**src/rtl/w_load_unit.sv**
```systemverilog
// Load-data unit: alignment check, single aligned bus read with timeout,
// lane extraction and zero/sign extension of the returned beat.
module w_load_unit #(
  parameter int DATA_W  = 32,
  parameter int ADDR_W  = 32,
  parameter int TIMEOUT = 16
) (
  input  logic              clk,
  input  logic              reset,
  input  logic              req_valid,
  output logic              req_ready,
  input  logic [ADDR_W-1:0] req_addr,
  input  logic [2:0]        req_op,
  output logic              bus_rd_req,
  output logic [ADDR_W-1:0] bus_addr,
  input  logic              bus_rd_ack,
  input  logic [DATA_W-1:0] bus_rdata,
  output logic              rsp_valid,
  output logic [DATA_W-1:0] rsp_data,
  output logic              rsp_exc,
  output logic [4:0]        rsp_exccode,
  output logic              busy
);

  localparam int OFFW = $clog2(DATA_W / 8);
  localparam int CNTW = $clog2(TIMEOUT + 1);

  localparam logic [1:0] S_IDLE = 2'd0;
  localparam logic [1:0] S_BUS  = 2'd1;
  localparam logic [1:0] S_RESP = 2'd2;

  localparam logic [2:0] OP_W  = 3'b000;
  localparam logic [2:0] OP_BU = 3'b001;
  localparam logic [2:0] OP_B  = 3'b010;
  localparam logic [2:0] OP_HU = 3'b011;
  localparam logic [2:0] OP_H  = 3'b100;
  localparam logic [2:0] OP_WU = 3'b101;
  localparam logic [2:0] OP_D  = 3'b110;

  localparam logic [4:0] EXC_ADEL = 5'd4;
  localparam logic [4:0] EXC_DBE  = 5'd7;

  logic [1:0]        r_state;
  logic [OFFW-1:0]   r_off;
  logic [2:0]        r_op;
  logic [CNTW-1:0]   r_cnt;

  logic [2:0]        w_op_in;
  logic [OFFW-1:0]   w_off_in;
  logic              w_misal;
  logic [DATA_W-1:0] w_bsh;
  logic [DATA_W-1:0] w_hsh;
  logic [DATA_W-1:0] w_wsh;
  logic [7:0]        w_byte;
  logic [15:0]       w_half;
  logic [31:0]       w_word;
  logic [DATA_W-1:0] w_ext;

  assign req_ready = (r_state == S_IDLE);
  assign busy      = (r_state == S_BUS) || (r_state == S_RESP);

  // Reserved/unsupported encodings collapse onto the sign-extended word load.
  always_comb begin
    w_op_in  = req_op;
    if (req_op == 3'b111 || (req_op == OP_D && DATA_W != 64))
      w_op_in = OP_W;
    w_off_in = req_addr[OFFW-1:0];
    case (w_op_in)
      OP_BU, OP_B: w_misal = 1'b0;
      OP_HU, OP_H: w_misal = w_off_in[0];
      OP_D:        w_misal = |w_off_in;
      default:     w_misal = |w_off_in[1:0];
    endcase
  end

  always_comb begin
    w_bsh  = bus_rdata >> {r_off, 3'b000};
    w_hsh  = bus_rdata >> {r_off[OFFW-1:1], 4'b0000};
    w_wsh  = bus_rdata >> {(r_off >> 2), 5'b00000};
    w_byte = w_bsh[7:0];
    w_half = w_hsh[15:0];
    w_word = w_wsh[31:0];
    w_ext  = '0;
    case (r_op)
      OP_B, OP_BU: begin
        w_ext      = {DATA_W{(r_op == OP_B) & w_byte[7]}};
        w_ext[7:0] = w_byte;
      end
      OP_H, OP_HU: begin
        w_ext       = {DATA_W{(r_op == OP_H) & w_half[15]}};
        w_ext[15:0] = w_half;
      end
      OP_D: w_ext = bus_rdata;
      default: begin
        w_ext       = {DATA_W{(r_op == OP_W) & w_word[31]}};
        w_ext[31:0] = w_word;
      end
    endcase
  end

  always_ff @(posedge clk) begin
    if (reset) begin
      r_state     <= S_IDLE;
      r_off       <= '0;
      r_op        <= '0;
      r_cnt       <= '0;
      bus_rd_req  <= 1'b0;
      bus_addr    <= '0;
      rsp_valid   <= 1'b0;
      rsp_data    <= '0;
      rsp_exc     <= 1'b0;
      rsp_exccode <= '0;
    end else begin
      case (r_state)
        S_IDLE: begin
          if (req_valid) begin
            r_off    <= w_off_in;
            r_op     <= w_op_in;
            r_cnt    <= '0;
            bus_addr <= {req_addr[ADDR_W-1:OFFW], {OFFW{1'b0}}};
            if (w_misal) begin
              r_state     <= S_RESP;
              rsp_valid   <= 1'b1;
              rsp_data    <= '0;
              rsp_exc     <= 1'b1;
              rsp_exccode <= EXC_ADEL;
            end else begin
              r_state    <= S_BUS;
              bus_rd_req <= 1'b1;
            end
          end
        end
        S_BUS: begin
          // An ack on the final count still wins over the timeout.
          if (bus_rd_ack) begin
            r_state     <= S_RESP;
            bus_rd_req  <= 1'b0;
            rsp_valid   <= 1'b1;
            rsp_data    <= w_ext;
            rsp_exc     <= 1'b0;
            rsp_exccode <= '0;
          end else if (r_cnt == CNTW'(TIMEOUT - 1)) begin
            r_state     <= S_RESP;
            bus_rd_req  <= 1'b0;
            rsp_valid   <= 1'b1;
            rsp_data    <= '0;
            rsp_exc     <= 1'b1;
            rsp_exccode <= EXC_DBE;
          end else begin
            r_cnt <= r_cnt + CNTW'(1);
          end
        end
        S_RESP: begin
          rsp_valid <= 1'b0;
          r_state   <= S_IDLE;
        end
        default: r_state <= S_IDLE;
      endcase
    end
  end

endmodule

```
**config.mk**
```make
export PLATFORM = sky130hd
export DESIGN_NAME = w_load_unit
export DESIGN_NICKNAME = d
export VERILOG_FILES = /design/src/rtl/w_load_unit.sv
export SDC_FILE = /design/constraint.sdc
export NUM_CORES = 1
export LEC_CHECK = 0
export CAP_MARGIN = 15
export CORE_MARGIN = 3
export CORE_UTILIZATION = 40
export CTS_BUF_LIST = sky130_fd_sc_hd__clkbuf_16
export DETAILED_ROUTE_END_ITERATION = 8
export PLACE_DENSITY = 0.81
export SYNTH_ARGS = -nofsm -noshare
export SYNTH_HDL_FRONTEND = slang
export SYNTH_SLANG_ARGS = --single-unit
```
**constraint.sdc**
```tcl
create_clock -name clk -period 3.45 [get_ports clk]
set_clock_uncertainty 0.1 [all_clocks]
set_input_delay 0.345 -clock clk [delete_from_list [all_inputs] [get_ports clk]]
set_output_delay 0.345 -clock clk [all_outputs]
set_load 0.03 [all_outputs]
```
After elaboration in Yosys (flattened, before gate mapping):

Cells that the tools add are included.

* register bits: 82
* input bits: 71
* output and inout port bits: 74
* word-level logic and storage cells: 84

* add/subtract/negate cells: 1
* equal/unequal tests: 19
* shift operators: 2
* muxes and demuxes: 34
* bitwise operators: 2
* reduce and logical (&&, ||, !) cells: 16

Operator list (count)
* $mux W32: 4
* $pmux W32 S2: 2
* $mux W5: 7
* $shr A32 B5 Y16: 1
* $shr A32 B5 Y8: 1
* $pmux W5 S2: 2
* $reduce_and A4 Y1: 4
* $eq A3 B2 Y1 const B: 4
* $eq A3 B3 Y1 const B: 4
* $reduce_or A2 Y1: 5
* $mux W1: 9
* $mux W2: 4
* $ne A2 B2 Y1 const B: 4
* $eq A3 B1 Y1 const B: 2
* $pmux W1 S2: 3
* $add A5 B1 Y5 const B: 1
* $eq A5 B4 Y1 const B: 1
* $pmux W2 S2: 1
* $reduce_and A2 Y1: 2
* $mux W3: 1
* $ne A3 B2 Y1 const B: 1
* $pmux W1 S3: 1
* $reduce_bool A3 Y1: 1
* $and A1 B1 Y1: 2
* other kinds (6): 7

Logic depth before layout (Yosys ltp):

Gate-level depths: netlist (run 1).

* depth after elaboration: 9
* depth in mapped cells: 10
* mapped depth without buffers: 8

Least setup slack after synthesis (run 1):

No wires, ideal clock.

* path type: flip-flop to flip-flop
* from: register r_state[0]
* to: register rsp_data[21]
* library setup time: 0.068 ns
* arrival: 2.450 ns
* required time: 3.282 ns
* path slack: 0.832 ns
* cell stages (with the launch flop): 11
* buffers on the path: 3
* period minus slack after synthesis: 2.618 ns
* path through: dfxtp_1 inv_1 ha_1 buf_4 mux2_4 o21ai_2 or4b_4 buf_6 a311o_4 buf_6 o2bb2ai_4

* longest elaborated chain between the ends: 3
* elaborated cells between the ends (all ways): 8
* classes of those cells: eq/ne (4); mux (1); reduce/logical (3)

RTL lines
* from (decl): RTL line 43 `logic [1:0] r_state;`
* from (signal assigned): RTL line 103 `r_state <= S_IDLE;`
* from (signal assigned): RTL line 122 `r_state <= S_RESP;`
* from (signal assigned): RTL line 128 `r_state <= S_BUS;`
* $logic_not A2 Y1 (*)
* net req_ready: RTL line 11 `output logic req_ready,`
* $ne A2 B1 Y1 (no line), or another cell as far along
* $reduce_and A4 Y1 (no line)
* to (signal assigned): RTL line 139 `rsp_data <= w_ext;`
* to (decl): RTL line 19 `output logic [DATA_W-1:0] rsp_data,`

Mark *: on every way through the listed nets, which the timed path passes. The rest lies on a longest branch.
A chain may end at the register's enable or synchronous reset.

Worst setup path in the final report (run 1):

* from: register r_state[0]
* to: register rsp_data[18]

* longest elaborated chain between the ends: 3
* elaborated cells between the ends (all ways): 8
* classes of those cells: eq/ne (4); mux (1); reduce/logical (3)

RTL lines
* $eq A2 B1 Y1 / $logic_not A2 Y1 (equally long branches): RTL line 114 `case (r_state)`
* $ne A3 B2 Y1 (no line), or another cell as far along
* $reduce_and A4 Y1 (no line)

Parallel ways exist; a longest one is shown, timed or not.

==> results.txt, run 1 <==
Post-route DRC violation count = 0
1st-iter DRT viols = 254
Crit-path max cell delay = 0.65 ns
Mapped Avg Cell Area = 8.649 um^2
Critical Path Start Type = flop
Clock H-tree levels = 3
Row cnt = 34
Avg WL per Cell = 16.08 um
Post-Route WL = 10.62 mm
Accumulated negative setup slack = 0 ns
Clock buffers created by TritonCTS = 9
Post-DP HPWL = 7.952 mm
Outcome = finished, final reports clean
Share of the synthesized area in the top cell type = 42.68%
CP Max Fanout = 17
Data arrival time of the worst path = 2.76 ns
R2R cell count = 7
Leading cell type in the layout, fill and taps excluded = sky130_fd_sc_hd__clkdlybuf4s50_1
Pre-CTS setup slack = 0.7268 ns
Synthesized area = 3659 um^2
Number of top-level pins = 145
Minimum clock period after layout = 2.601 ns
Pwr/cell area = 486.9 nW/um^2
Antenna violations before repair = 0
Source-to-sink clock delay at the later pin of the worst-skew pair = 0.33 ns
Leading cell types in the layout, fill and taps excluded = sky130_fd_sc_hd__clkdlybuf4s50_1, sky130_fd_sc_hd__nand2_1, sky130_fd_sc_hd__dfxtp_1
Number of buffers on the longest clock path = 2
Startpoint of the tightest hold check path = bus_addr[9]
DIE WIDTH = 101.6 um
Routed via count divided by cell count = 5.474
Count of hold buffers inserted by post-cts repair = 0
Unrepaired setup endpoints after global routing = no
Destination of the worst register-to-register timing path = rsp_data[18]
Number of global-route vias before repair = 3431
Clock transition at path regs = 0.06 ns
Biggest area consumer among synthesized cells = sky130_fd_sc_hd__dfxtp_1
Detailed route wirelength on metal3 = 759 um
Setup slack of the most critical reg-to-reg path = 0.85 ns
Fraction of power spent switching nets = 30.84%
Overall fraction of global-route tracks in use = 20.58%
Net load switching power = 806.1 uW
Max-cap violations = 0
Count of inserted antenna diode cells = 0
Area post-placement = 5087 um^2
Share of layout cells above drive strength 1 = 8.514%
Met1 Routed Length = 4.466 mm
Final setup violation count = 0
ANT nets after route = 0
Die area = 10330 um^2
Post-synthesis cell type count = 49
Last weighted congestion value of the routability-driven placer = 0.9098
TritonCTS clock tree = built
Dominant delay contributor by cell family on the critical path = compound AO/OA/AOI/OAI gates
Seq cells post-synth = 78
Synthesized instance count = 423
Highest layer used for signal routing = met4
Worst Setup Path Type = flop to flop
Initial Util = 41.55%
Critical-path top delay cell = sky130_fd_sc_hd__or4b_4
Post-Layout Inst Area = 5368 um^2
Number of resized instances in the post-cts repair step = 0
Core footprint = 8806 um^2
Filler cells = 761
Share of the cycle needed by the critical path after routing = 75.39%
Worst reg2reg path startpoint = r_state[0]
Part of the power in the clock network = 34.3%
Yosys synthesis warning count = 0
Initial DRT Pass Iterations = 6
Power share of the sequential group = 38.3%
Gr ovfl total = 0
Die span in y = 101.6 um
Input/output buffers = 140
Biggest area contributors in the synthesized netlist = sky130_fd_sc_hd__dfxtp_1, sky130_fd_sc_hd__nand2_1, sky130_fd_sc_hd__a21oi_1, sky130_fd_sc_hd__o2bb2ai_1, sky130_fd_sc_hd__nor2_1
Combinational power share = 27.4%
Number of nets at the end of the flow = 625
CP Cell Sequence = inv_1 > ha_1 > mux2_4 > o21ai_2 > or4b_4 > a311o_4 > o2bb2ai_1
Clock root buffer = sky130_fd_sc_hd__clkbuf_16
Syn-to-layout area delta = 46.72%
Buffers inserted during post-CTS setup optimization = 0
Min-delay worst type = flop to flop
Final hold violations = 0
Slew Limit Headroom = 41.87%
Sort of element at the end of the critical path = flop
Worst vdd ir = 0.3204 mV
Fraction of the core area covered by cells at the end of the flow = 60.95%
Static leakage = 1.938 nW
Max Clock Freq = 384.4 MHz
Fin worst setup slack = 0.8489 ns
Internal power = 1.808 mW
Post-synthesis sequential area ratio = 42.68%
WL met2 = 5.222 mm
Actual slew at the worst max-slew pin = 0.8707 ns
Worst hold endpoint = bus_addr[9]
Worst endpoint required time = 3.61 ns
Clock tree sinks = 78
Max Transition Viols Final = 0
Final Total Pwr = 2.614 mW
Number of buffers and inverters on the critical path = 1
Largest net degree at the start of global routing = 47
Overall via count from detail_route = 3613
Hold Path Cell Cnt = 2
Wire length of the first global-routing pass = 16.88 mm
[worst reg2reg max path, stage by stage (launching register included)]
cell and delay, ns:
sky130_fd_sc_hd__dfxtp_1 0.37, sky130_fd_sc_hd__inv_1 0.08, sky130_fd_sc_hd__ha_1 0.31, sky130_fd_sc_hd__mux2_4 0.26
sky130_fd_sc_hd__o21ai_2 0.07, sky130_fd_sc_hd__or4b_4 0.65, sky130_fd_sc_hd__a311o_4 0.49, sky130_fd_sc_hd__o2bb2ai_1 0.19
[per-layer routing]
metal / global-route usage (%) / vias up
met5: 0 / -
met4: 6.748 / 0
met3: 4.132 / 16
met2: 34.15 / 161
met1: 26.81 / 1686
li1: - / 1750
[cell usage after synthesis, drive strengths merged]
| cell type | count |
|---|---|
| a211oi | 4 |
| a21o | 2 |
| a21oi | 43 |
| a221oi | 8 |
| a22oi | 7 |
| a311o | 1 |
| a311oi | 2 |
| a31oi | 8 |
| a32o | 7 |
| a32oi | 2 |
| and2 | 3 |
| and3 | 3 |
| and4 | 1 |
| buf | 15 |
| clkbuf | 23 |
| conb | 1 |
| dfxtp | 78 |
| ha | 6 |
| inv | 6 |
| mux2 | 8 |
| mux2i | 1 |
| mux4 | 1 |
| nand2 | 85 |
| nand2b | 6 |
| nand3 | 3 |
| nand3b | 1 |
| nand4 | 1 |
| nor2 | 40 |
| nor2b | 1 |
| nor3 | 3 |
| nor3b | 4 |
| nor4b | 2 |
| o211ai | 1 |
| o21ai | 4 |
| o22ai | 1 |
| o2bb2ai | 33 |
| or2 | 1 |
| or3 | 1 |
| or3b | 1 |
| or4b | 1 |
| xnor2 | 2 |
| xor2 | 2 |
[worst max path at each step]
stage | from | endpoint | depth (start not counted)
CTS | r_state[0] | rsp_data[17] | 7
floorplan | r_state[0] | rsp_data[21] | 10
detailed placement | req_op[2] | rsp_data[17] | 6
global route | r_state[0] | rsp_data[18] | 7
global placement | req_op[2] | rsp_data[16] | 6
finish | r_state[0] | rsp_data[18] | 7
[state kept, by name, summed over array words and instances (netlist names), 2 cells and up]
name / cells
rsp_data: 32
bus_addr: 30
r_cnt: 5
r_op: 3
r_off: 2
r_state: 2
rsp_exccode: 2
[power by group through the flow]
| stage | clock network, mW | logic (mW) | registers, mW |
|---|---|---|---|
| after floorplan | 0 | 0.357 | 1.10 |
| after global placement | 0 | 0.701 | 1.02 |
| after detailed placement | 0 | 0.715 | 1.02 |
| after CTS | 0.920 | 0.717 | 1.00 |
| after global routing | 0.960 | 0.773 | 1.01 |
| final | 0.897 | 0.716 | 1.00 |
[layout make-up]
cell class	count	area, um^2	area share (%)
Inverter	6	22.52	0.4196
Clock inverter	6	55.05	1.026
Multi-Input combinational cell	304	1899	35.38
Timing Repair Buffer	149	1469	27.37
Clock buffer	9	225.2	4.196
Tap cell	108	135.1	2.517
Sequential cell	78	1562	29.09
[metrics by stage]
stage                     cells  hold WS, ns
after global placement      645       0.3416
after global routing        660       0.3768
after detailed placement    645       0.3480
after CTS                   660       0.3562
after floorplan             426       0.3492
final                       660       0.3524
[kinds of logic (layout without fill, tap and decap cells)]
family / after synthesis / count (layout) / share of synthesized area [%]
compound gates: 123 / 123 / 26.23
xor+xnor: 4 / 4 / 0.9578
fa+ha+maj: 6 / 6 / 2.052
buf+inv: 44 / 170 / 5.780
flops: 78 / 78 / 42.68
mux: 10 / 10 / 3.454
other cells: 1 / 4 / 0.1025
simple gates: 157 / 157 / 18.74
(Power assumes the default switching activity.)
==> run 2, diff against run 1 <==
--- a/config.mk
+++ b/config.mk
@@ -7,10 +7,10 @@
 export LEC_CHECK = 0
 export CAP_MARGIN = 15
 export CORE_MARGIN = 3
-export CORE_UTILIZATION = 40
+export CORE_UTILIZATION = 39
 export CTS_BUF_LIST = sky130_fd_sc_hd__clkbuf_16
 export DETAILED_ROUTE_END_ITERATION = 8
-export PLACE_DENSITY = 0.81
+export PLACE_DENSITY = 0.82
 export SYNTH_ARGS = -nofsm -noshare
 export SYNTH_HDL_FRONTEND = slang
 export SYNTH_SLANG_ARGS = --single-unit
==> constraint.sdc (replaced) <==
create_clock -name clk -period 2.27 [get_ports clk]
set_clock_uncertainty 0.1 [all_clocks]
set_input_delay 0.227 -clock clk [delete_from_list [all_inputs] [get_ports clk]]
set_output_delay 0.227 -clock clk [all_outputs]
set_load 0.03 [all_outputs]
==> run 2 against run 1 <==
  * The flow now finishes with violations (negative setup slack)
  * Sequential share of layout area decreased by 1.7 points
  * Flip-flop and latch count stayed put
  * Combinational power is 73% higher
  * First-iteration DRC count shrank 31%
  * Final cell count up 4.4%
  * Maximum frequency is 14% higher
  * Sequential power increased by 52%
  * Global-route usage grew 0.47 points
  * Hold slack worse by 0.015 ns
  * Power rose by 59%
  * Die area increased by 2.4%
  * Critical endpoint is now rsp_data[25]
  * Largest cell class unchanged
==> results.txt, run 2 (same netlist as run 1, synthesis figures left out) <==
Power share of the sequential group = 36.5% (-1.8 points)
Registers with the highest flip-flop counts = rsp_data (32), bus_addr (30), r_cnt (5)
Share of the cycle needed by the critical path after routing = 100.1% (+25 points)
Final setup violation count = 1 (+1)
Input/output buffers = 140 (unchanged)
Clock buffers created by TritonCTS = 9 (unchanged)
Max-cap violations = 0 (unchanged)
Clock root buffer = sky130_fd_sc_hd__clkbuf_16
Core footprint = 8934 um^2 (+1.4%)
Count of inserted antenna diode cells = 0 (unchanged)
Post-Route WL = 11.44 mm (+7.7%)
Max reg flops = 32 (unchanged)
Clock H-tree levels = 3 (unchanged)
Sort of element at the end of the critical path = flop
Max Clock Freq = 439.9 MHz (+14%)
Data arrival time of the worst path = 2.43 ns (-0.33 ns)
Minimum clock period after layout = 2.273 ns (-0.3279 ns)
Wire length of the first global-routing pass = 17.75 mm (+5.1%)
Critical-path top delay cell = sky130_fd_sc_hd__or4b_4
Avg WL per Cell = 16.60 um (+3.2%)
Footprint of the multi-input gates = 2017 um^2 (+6.2%)
Worst endpoint required time = 2.43 ns (-1.18 ns)
Min-delay worst type = primary input to flop
Leading cell type in the layout, fill and taps excluded = sky130_fd_sc_hd__clkdlybuf4s50_1
DIE WIDTH = 102.9 um (+1.2%)
Die area = 10580 um^2 (+2.4%)
Post-route DRC violation count = 0 (unchanged)
Share of layout cells above drive strength 1 = 16.18% (+7.7 points)
Post-DP HPWL = 8.287 mm (+4.2%)
Accumulated negative setup slack = -0.003176 ns (-0.003176 ns)
Area post-placement = 5258 um^2 (+3.3%)
CP Cell Sequence = inv_2 > ha_4 > mux2_4 > o21ai_4 > or4b_4 > a311o_2 > o2bb2ai_2
Gr ovfl total = 0 (unchanged)
Part of the power in the clock network = 33.8% (-0.5 points)
Count of hold buffers inserted by post-cts repair = 0 (unchanged)
Leading cell types in the layout, fill and taps excluded = sky130_fd_sc_hd__clkdlybuf4s50_1, sky130_fd_sc_hd__nand2_1, sky130_fd_sc_hd__dfxtp_1
Slew Limit Headroom = 58.24% (+16 points)
Net load switching power = 1.308 mW (+62%)
Register cell area after layout = 1572 um^2 (+0.64%)
Top register by number of flip-flops = rsp_data
Row cnt = 34 (unchanged)
Overall fraction of global-route tracks in use = 21.05% (+0.47 points)
Critical Path Start Type = flop
Actual slew at the worst max-slew pin = 0.6236 ns (-0.2471 ns)
Unrepaired setup endpoints after global routing = yes
Violations in the final reports = negative setup slack
Syn-to-layout area delta = 56.74%
Static leakage = 2.096 nW (+8.2%)
Largest net degree at the start of global routing = 47 (unchanged)
Die span in y = 102.9 um (+1.2%)
Number of global-route vias before repair = 3715 (+8.3%)
Combinational power share = 29.7% (+2.3 points)
Last weighted congestion value of the routability-driven placer = 0.8954 (-1.6%)
Fraction of power spent switching nets = 31.42% (+0.58 points)
Pwr/cell area = 725.6 nW/um^2 (+49%)
TritonCTS clock tree = built
Initial DRT Pass Iterations = 5 (-1)
Antenna violations before repair = 0 (unchanged)
Fin worst setup slack = -0.003176 ns (-0.8521 ns)
Worst Setup Path Type = flop to flop
Source-to-sink clock delay at the later pin of the worst-skew pair = 0.33 ns (about the same)
Clock transition at path regs = 0.06 ns (about the same)
Worst vdd ir = 0.4156 mV (+30%)
Overall via count from detail_route = 3767 (+4.3%)
Post-Layout Inst Area = 5734 um^2 (+6.8%)
Initial Util = 40.95% (-0.59 points)
Final hold violations = 0 (unchanged)
Outcome = complete, but fails checks
Routed via count divided by cell count = 5.467 (-0.13%)
CP Max Fanout = 8 (-9)
ANT nets after route = 0 (unchanged)
Internal power = 2.853 mW (+58%)
Number of nets at the end of the flow = 653 (+4.5%)
Max Transition Viols Final = 0 (unchanged)
Clock tree sinks = 78 (unchanged)
Filler cells = 747 (-1.8%)
Number of buffers on the longest clock path = 2 (unchanged)
Number of top-level pins = 145 (unchanged)
Crit-path max cell delay = 0.56 ns (-0.09 ns)
1st-iter DRT viols = 175 (-31%)
[run 2: worst paths after layout]
| path | start | to | cells after the start | slack, ns |
|---|---|---|---|---|
| setup / recovery | r_state[1] | rsp_data[25] | 7 | -0.003 |
| hold / removal | req_addr[8] | bus_addr[8] | 3 | 0.34 |
| setup reg to reg | r_state[1] | rsp_data[25] | 7 | -0.003 |
| hold reg to reg | bus_addr[9] | bus_addr[9] | 2 | 0.36 |
[run 2: critical path, delay by kind of cell, from the launching register on]
kind            cells  cell delay (ns)
mux                 1             0.22
simple gates        1             0.56
buf+inv             1             0.06
compound gates      3             0.71
flops               1             0.36
fa+ha+maj           1             0.19
[run 2: repair_timing]
item                                    4_1_cts  5_1_grt
endpoints found under the hold margin         0        0
gates cloned                                  1        0
pin swaps                                    14       11
buffers inserted                              2        6
gates resized for setup                      14        6
endpoints found under the setup margin       16       16
[run 2: power groups by stage]
stage / Sequential (mW) / Clock, mW / Combinational (mW)
final: 1.52 / 1.41 / 1.24
after global routing: 1.53 / 1.50 / 1.33
after CTS: 1.52 / 1.42 / 1.18
after detailed placement: 1.55 / 0 / 1.16
after global placement: 1.54 / 0 / 1.13
after floorplan: 1.68 / 0 / 0.564
[run 2: layout make-up]
cell class / instances / area share, %
clock inverter: 7 / 1.113
inverter: 6 / 0.4364
timing repair buffer: 176 / 29.59
sequential: 78 / 27.41
tap: 108 / 2.357
clock buffer: 9 / 3.928
multi-input combinational: 305 / 35.17
[run 2: stage by stage]
step	setup slack [ns]	util [%]	std cells	hold WS [ns]	total power [mW]
after floorplan	-0.1270	-	426	0.2422	2.244
after global placement	-0.04960	58.85	664	0.3421	2.669
after detailed placement	-0.1040	58.85	664	0.3481	2.706
after CTS	0.008174	63.15	683	0.3325	4.118
after global routing	-0.05465	64.19	689	0.3396	4.352
final	-0.003176	64.19	689	0.3373	4.161
[run 2: metal layers]
layer	up-vias	share of wire (%)	GRT usage (%)
li1	1806	-	-
met2	163	49	36.10
met4	0	1.9	7.470
met3	27	7.5	3.789
met5	-	0	0
met1	1771	41	26.57
